**src/rtl/multi_valve_fsm.sv**
```systemverilog
// multi_valve_fsm: N-channel valve controller with bounded concurrency,
// sticky round-robin arbitration, empty-tank demotion and latched faults.
module multi_valve_fsm #(
    parameter int unsigned N_CH    = 4,
    parameter int unsigned MAX_ON  = 2,
    parameter int unsigned RUN_MAX = 1000
) (
    input  logic                clk,
    input  logic                reset,
    input  logic [2*N_CH-1:0]   g,
    input  logic [1:0]          lvl,
    input  logic                lvl_fault,
    input  logic                err_clr,
    output logic [2*N_CH-1:0]   r,
    output logic [1:0]          e,
    output logic [N_CH-1:0]     grant,
    output logic                busy
);

    localparam int unsigned CW = $clog2(RUN_MAX + 1);
    localparam int unsigned PW = $clog2(N_CH);

    typedef enum logic [1:0] {
        IDLE  = 2'b00,
        RUN   = 2'b01,
        FAULT = 2'b10
    } state_t;

    state_t              state, state_n;
    logic [PW-1:0]       ptr, ptr_n;
    logic [CW-1:0]       cnt   [N_CH];
    logic [CW-1:0]       cnt_n [N_CH];
    logic [2*N_CH-1:0]   r_n;
    logic [1:0]          e_n;
    logic [N_CH-1:0]     grant_n;
    logic                busy_n;

    logic                fc;
    logic                timeout;
    logic [N_CH-1:0]     req;
    logic [N_CH-1:0]     keep;
    logic [N_CH-1:0]     new_grant;
    logic [N_CH-1:0]     arb_grant;
    logic [PW-1:0]       arb_ptr;
    logic [PW-1:0]       idx;
    logic [PW-1:0]       last;
    logic                found;
    int unsigned         kept;
    int unsigned         slots;
    logic                load;
    logic                demote;
    logic [1:0]          code;

    // Per-channel request flags, fault condition and run-time limit detect
    always_comb begin
        fc      = lvl_fault | (lvl == 2'b11);
        timeout = 1'b0;
        for (int unsigned i = 0; i < N_CH; i++) begin
            req[i] = |g[2*i +: 2];
            if (cnt[i] == CW'(RUN_MAX)) begin
                timeout = 1'b1;
            end
        end
    end

    // Sticky round-robin: keep live grants, fill free slots scanning from ptr
    always_comb begin
        keep      = grant & req;
        kept      = 0;
        new_grant = '0;
        found     = 1'b0;
        last      = ptr;
        idx       = ptr;
        for (int unsigned i = 0; i < N_CH; i++) begin
            if (keep[i]) begin
                kept = kept + 1;
            end
        end
        slots = MAX_ON - kept;
        for (int unsigned k = 0; k < N_CH; k++) begin
            idx = PW'((32'(ptr) + k) % N_CH);
            if (req[idx] && !grant[idx] && (slots != 0)) begin
                new_grant[idx] = 1'b1;
                slots          = slots - 1;
                last           = idx;
                found          = 1'b1;
            end
        end
        arb_grant = keep | new_grant;
        arb_ptr   = found ? PW'((32'(last) + 1) % N_CH) : ptr;
    end

    // Next-state and next-output logic
    always_comb begin
        state_n = state;
        ptr_n   = ptr;
        grant_n = '0;
        r_n     = '0;
        e_n     = 2'b00;
        load    = 1'b0;
        demote  = 1'b0;
        code    = 2'b00;
        for (int unsigned i = 0; i < N_CH; i++) begin
            cnt_n[i] = '0;
        end

        case (state)
            IDLE: begin
                if (fc) begin
                    state_n = FAULT;
                    e_n     = 2'b10;
                    ptr_n   = '0;
                end else if (|req) begin
                    state_n = RUN;
                    load    = 1'b1;
                end
            end
            RUN: begin
                if (fc) begin
                    state_n = FAULT;
                    e_n     = 2'b10;
                    ptr_n   = '0;
                end else if (timeout) begin
                    state_n = FAULT;
                    e_n     = 2'b11;
                    ptr_n   = '0;
                end else if (!(|req)) begin
                    state_n = IDLE;
                end else begin
                    load = 1'b1;
                end
            end
            FAULT: begin
                e_n = e;
                if (err_clr && !fc && !(|req)) begin
                    state_n = IDLE;
                    e_n     = 2'b00;
                end
            end
            default: begin
                state_n = IDLE;
            end
        endcase

        // Drive granted channels, demoting full flow on an empty tank
        if (load) begin
            grant_n = arb_grant;
            ptr_n   = arb_ptr;
            for (int unsigned i = 0; i < N_CH; i++) begin
                if (arb_grant[i]) begin
                    code = g[2*i +: 2];
                    if ((lvl == 2'b00) && (code == 2'b11)) begin
                        code   = 2'b01;
                        demote = 1'b1;
                    end
                    r_n[2*i +: 2] = code;
                    cnt_n[i] = (cnt[i] == CW'(RUN_MAX)) ? cnt[i] : cnt[i] + CW'(1);
                end
            end
            e_n = demote ? 2'b01 : 2'b00;
        end

        busy_n = (state_n == RUN);
    end

    // State and registered outputs
    always_ff @(posedge clk or posedge reset) begin
        if (reset) begin
            state <= IDLE;
            ptr   <= '0;
            grant <= '0;
            r     <= '0;
            e     <= 2'b00;
            busy  <= 1'b0;
            for (int unsigned i = 0; i < N_CH; i++) begin
                cnt[i] <= '0;
            end
        end else begin
            state <= state_n;
            ptr   <= ptr_n;
            grant <= grant_n;
            r     <= r_n;
            e     <= e_n;
            busy  <= busy_n;
            for (int unsigned i = 0; i < N_CH; i++) begin
                cnt[i] <= cnt_n[i];
            end
        end
    end

endmodule

```
**config.mk**
```make
export PLATFORM = sky130hd
export DESIGN_NAME = multi_valve_fsm
export DESIGN_NICKNAME = d
export VERILOG_FILES = /design/src/rtl/multi_valve_fsm.sv
export SDC_FILE = /design/constraint.sdc
export NUM_CORES = 1
export LEC_CHECK = 0
export ABC_AREA = 1
export CORE_UTILIZATION = 45
export DETAILED_ROUTE_END_ITERATION = 10
export HOLD_SLACK_MARGIN = 0.03
export MAX_ROUTING_LAYER = met4
export SYNTH_ARGS = -nofsm -noshare
export SYNTH_HDL_FRONTEND = slang
export SYNTH_SLANG_ARGS = --single-unit
```
**constraint.sdc**
```tcl
create_clock -name clk -period 6.6 [get_ports clk]
set_input_delay 0.66 -clock clk [delete_from_list [all_inputs] [get_ports clk]]
set_output_delay 0.66 -clock clk [all_outputs]
set_load 0.01 [all_outputs]
```
=== After elaboration in Yosys (flattened, before gate mapping) ===
Index checks and enable logic that the tools add are counted.

* Reductions and logical operators: 37
* Add/subtract/negate cells: 15
* Bitwise logic cells: 6
* Order comparisons: 8
* Equality and inequality tests: 20
* Multiplexer cells: 99

{| class="wikitable"
|+ Operators by type and width
! cell !! number
|-
| 2-to-1 mux 32 bit || 6
|-
| nonzero test 32 bit || 4
|-
| adder 32 x 1 -> 32 bit, second input constant || 3
|-
| subtractor 32 x 1 -> 32 bit, second input constant || 3
|-
| 2-to-1 mux 10 bit || 8
|-
| 2-to-1 mux 2 bit || 27
|-
| adder 10 x 1 -> 10 bit, second input constant || 4
|-
| equality test 10 bit, second input constant || 4
|-
| 2-to-1 mux 40 bit || 1
|-
| 2-to-1 mux 1 bit || 35
|-
| subtractor 2 x 32 -> 32 bit, first input constant || 1
|-
| 2-to-1 mux 4 bit || 5
|-
| logical AND 1 bit || 18
|-
| inequality test 3 bit, second input constant || 6
|-
| binary-select mux 1 bit (select 2 bit) || 8
|-
| bitwise OR 4 bit || 4
|-
| equality test 2 bit, second input constant || 6
|-
| < comparator 2 x 3 -> 1 bit, second input constant || 4
|-
| one-hot mux 2 bit (3 select lines) || 2
|-
| demux 1 bit (select 2 bit) || 4
|-
| >= comparator 2 x 1 -> 1 bit, second input constant || 4
|-
| 2-to-1 mux 8 bit || 1
|-
| OR reduction 2 bit || 4
|-
| OR reduction 8 bit || 1
|-
| other kinds (13) || 22
|}

* Bits of input ports: 14
* Register bits: 59
* Output and inout port bits: 15

=== Longest topological paths before layout ===
* Word-level depth: 33
* Gate-level depth with buffers: 50

=== Least setup slack after synthesis ===
Ideal clock, no wire load.

* Path kind: in2reg
* From: input port g[3]
* To: register ptr[1]
* Data required time: 6483 ps
* Arrival: 5693 ps
* Setup slack: 790 ps
* Stages on the path: 42
* Buffers on the path: 1
* Setup time: 117 ps
* Path through: nor2_1 > inv_1 > nand2_1 > inv_1 > ha_1 > inv_1 > nand3_1 > nand2_1 > ha_1 > or2_1 > nand2_1 > nor2_1 > nor2_1 > ha_1 > inv_1 > nand3_2 > o21bai_4 > xor2_2 > [... 6 more ...] > nand2_2 > inv_2 > ha_1 > nand3_1 > nor2_2 > nand2_2 > nand3_1 > nand2_1 > nand2_1 > nand2_1 > nor2_1 > nand2_4 > nand2_2 > nand3_1 > nand2_1 > nor2_1 > nand3_1 > nand2_1

* Longest elaborated chain between the ends: 23
* Elaborated cells on any way between the ends: 55
* Classes of those cells: add/sub: 7; eq/ne: 3; mux: 28; bitwise: 1; reduce/logical: 16

{| class="wikitable"
|+ RTL lines
! item !! RTL line !! text
|-
| start: declaration || 10 || <nowiki>input logic [2*N_CH-1:0] g,</nowiki>
|-
| parallel branches: the longest is 23 deep, another holds adder 32 x 1 -> 32 bit || n/a ||
|-
| end signal: assignment || 180 || <nowiki>ptr <= ptr_n;</nowiki>
|-
| end: declaration || 30 || <nowiki>logic [PW-1:0] ptr, ptr_n;</nowiki>
|}

Parallel ways; which one is timed is not known. The select of a mux whose other input is x is not followed.
A chain may end at the register's enable or synchronous reset.

=== Final worst setup path ===
* From: input port g[1]
* To: register r[5]

* Longest elaborated chain between the ends: 25
* Elaborated cells on any way between the ends: 52
* Classes of those cells: add/sub: 7; mux: 26; bitwise: 5; reduce/logical: 14

{| class="wikitable"
|+ RTL lines
! item !! RTL line !! text
|-
| parallel branches: the longest is 24 deep, another holds adder 32 x 1 -> 32 bit || n/a ||
|-
| 2-to-1 mux 8 bit (*) || 146 || <nowiki>if (load) begin</nowiki>
|-
| net r_n[5] || 33 || <nowiki>logic [2*N_CH-1:0] r_n;</nowiki>
|-
| end signal: assignment || 182 || <nowiki>r <= r_n;</nowiki>
|-
| end: declaration || 14 || <nowiki>output logic [2*N_CH-1:0] r,</nowiki>
|}

Mark *: on every way through the listed nets, which the timed path passes. The select of a mux whose other input is x is not followed.

==> flow_summary.toml <==
[global_route]
grt_usage_pct = 21.34
grt_overflow_total = 0
grt_use_met1_pct = 28.62
met2_usage_pct = 31.79
antenna_found_initial = 0
grt_pass1_vias = 3968
grt_pass1_wl_mm = 18.09
use_met3_pct = 3.822
grt_max_degree = 60
grt.busiest_layer = "met2"

[placed_design]
gp_congestion = 0.9108
dp.cells = 835
place_ws_ns = -0.1687
dpl.hpwl_mm = 8.040
io_buffers = 28
placed_area_mm2 = 0.005145

[worst_setup_path]
crit_path_top_delay_cell = "clkdlybuf4s50_1"
cp_common_cell = "nand2_1"
path_max_fanout = 13
critPathLaunchType = "input pin"
max_stage_delay_ns = 0.49
worst-setup-path-type = "input pin to flip-flop"
crit_arrival_ns = 6.38
worstPathRequired_ns = 6.87
endpoint_kind = "flip-flop"

[power_and_ir_drop]
seq_power_share_pct = 14.4
power.leakage_nw = 2.607
p_sw_share_pct = 54.36
internal_power_mw = 1.413
p_comb_share_pct = 74.1
power.density_mw_per_mm2 = 563.9
switchingPower_mw = 1.683
irDropWorstVdd_uv = 423.4
clockPowerShare_pct = 11.5

[logic_synthesis]
synthTopCellsByArea = "dfrtp_1 (31%), nand2_1 (13%), inv_1 (7.5%)"
ys_seq_elements = 59
synth_top_area_share_pct = 31.35
syn_avg_cell_area_um2 = 6.998
synth_top_area_cell = "dfrtp_1"
ys_types = 41
synth_nets = 709
ys.flop_type = "dfrtp_1"
yosys_warnings = 0
synth.yosys.seq_area_share_pct = 31.35
netlist_area_mm2 = 0.004710
netlist_instances = 673
synth_edf_count = 0
synthArstFlopShare_pct = 100.0

[routing]
drc = 0
antenna_left = 0
drt_iter0_markers = 307
drt_first_pass_iters = 4
vias = 4267
drt-total-wl_mm = 10.60
wl_per_cell_um = 12.38
via_per_inst = 4.985

[clock_tree]
clock-sinks = 59
numCtsBuffers = 9
clkLatencyLatePin_ns = 0.35
clk_path_buf_depth = 2
clockRootBuffer = "clkbuf_8"
holdBufCountCts = 0
cts_max_level = 3
path_clk_slew_ns = 0.07
cts_tree = "done"

[final_layout]
final_layout_size_suffix_gt1_share_pct = 19.50
stdcell_count = 856
final_nets = 755
area_growth_syn_to_layout_pct = 16.60
utilization_pct = 55.17
fin_area_mm2 = 0.005492
fill_cells = 950
diodes = 0

[timing]
final_hold_viol_count = 0
relSlewSlack_pct = 32.76
final-max-slew-violation-count = 0
period_minus_slack_ns = 6.112
finalSetupViolations = 0
layout_setup_ws_ns = 0.4878
worst_slew_pin_slew_ns = 1.003
max_freq_mhz = 163.6
tns_ns = 0
timing.final.crit_share_pct = 92.61
finalClockSkew_ns = 0.009130

[die]
num_rows = 36
core_region_area_mm2 = 0.009955
die_height_um = 104.3
initial_core_util_pct = 47.31
io_pins = 29
die_area_mm2 = 0.01088
die_w_um = 104.3

[run]
maxCapViolCount = 0

[run_status]
run_status = "finished, final reports clean"

[worst_hold_path]
hold_path_class = "flip-flop to flip-flop"
power by group through the flow:
stage          Combinational, mW  Sequential (mW)  Clock (mW)
2_1_floorplan               1.71            0.451           0
3_3_place_gp                2.16            0.452           0
3_5_place_dp                2.16            0.453           0
4_1_cts                     2.17            0.446       0.370
5_1_grt                     2.60            0.453       0.385
6_report                    2.30            0.447       0.355
cell usage in the layout, fill, tap and decap left out, types with 3 or more instances in the layout:
cell / n
nand2_1: 161
inv_1: 92
dfrtp_1: 59
nand3_1: 57
nor2_1: 49
nor2_2: 43
clkdlybuf4s50_1: 28
nor3_1: 25
xor2_1: 21
ha_1: 20
nand2_2: 18
inv_2: 17
o21ai_0: 17
nand4_1: 15
buf_4: 13
a21oi_1: 11
nand2_4: 9
clkbuf_8: 9
nor3_2: 7
xnor2_1: 5
nor2_4: 4
o21ai_1: 4
a31oi_1: 3
o2111ai_1: 3
a21oi_2: 3
critical path: cells and delay by family:
kind / cells / cell delay [ns]
fa+ha+maj: 5 / 1.24
buf+inv: 8 / 1.05
simple gates: 31 / 3.43
Yosys cell counts, types with 2 or more instances:
cell type / number
nand2_1: 164
inv_1: 94
dfrtp_1: 59
nand3_1: 57
nor2_1: 52
nor2_2: 41
nor3_1: 29
ha_1: 22
xor2_1: 21
nand2_2: 20
o21ai_0: 17
inv_2: 15
nand4_1: 15
a21oi_1: 11
buf_6: 5
xnor2_1: 5
nand2_4: 4
o21ai_1: 4
a21oi_2: 3
a31oi_1: 3
nor2_4: 3
nor3_2: 3
nor4_1: 3
o2111ai_1: 3
and3_1: 2
nand3_2: 2
nand3_4: 2
layer usage:
metal / wire length, µm / share of wire, %
met1: 5291 / 50
met5: 0 / 0
met2: 4634 / 44
met4: 193 / 1.8
met3: 481 / 4.5
logic make-up after synthesis:
logic type                 after synthesis  share of synthesized area, %
buffers and inverters                  115                         10.04
other                                    1                       0.07963
DFF                                     59                         31.35
and+or+nand+nor                        401                         41.21
adders and majority gates               22                         5.845
xor gates and xnor gates                27                         5.181
AOI/OAI and AO/OA                       48                         6.297
registers in the layout, indices dropped and copies added, names as in the netlist:
register and cells:
busy 1, cnt 40, e 2, grant 4, ptr 2, r 8
state 2
final cells by class:
type	instances	area [µm²]	share of cell area, %
Multi-Input combinational cell	499	2855	51.99
Sequential cell	59	1476	26.89
Inverter	109	409.1	7.450
Timing Repair Buffer	41	377.9	6.881
Tap cell	133	166.4	3.030
Clock buffer	10	127.6	2.324
Clock inverter	5	78.83	1.435
metrics by stage:
step	hold WS, ns	power [mW]
floorplan	0.5153	2.162
global placement	0.4832	2.611
detailed placement	0.4768	2.614
CTS	0.4964	2.991
global route	0.5339	3.435
finish	0.4960	3.097
path summary, 6_finish.rpt:
check	depth (start not counted)	slack (ns)	startpoint	to
max	44	0.49	g[1]	r[5]$_DFF_PP0_
min	2	0.50	e[1]$_DFFE_PP0P_	e[1]$_DFFE_PP0P_
max reg2reg	41	1.05	grant[0]$_DFF_PP0_	r[5]$_DFF_PP0_
min reg2reg	2	0.50	e[1]$_DFFE_PP0P_	e[1]$_DFFE_PP0P_
max in group asynchronous	3	5.27	reset	cnt[35]$_DFFE_PP0P_
min in group asynchronous	3	0.85	reset	cnt[25]$_DFFE_PP0P_
timing repair:
item	4_1_cts	5_1_grt
gates resized for setup	0	23
buffers inserted	0	6
endpoints found under the setup margin	0	55
hold endpoints to repair	0	0
(Power assumes the default switching activity.)
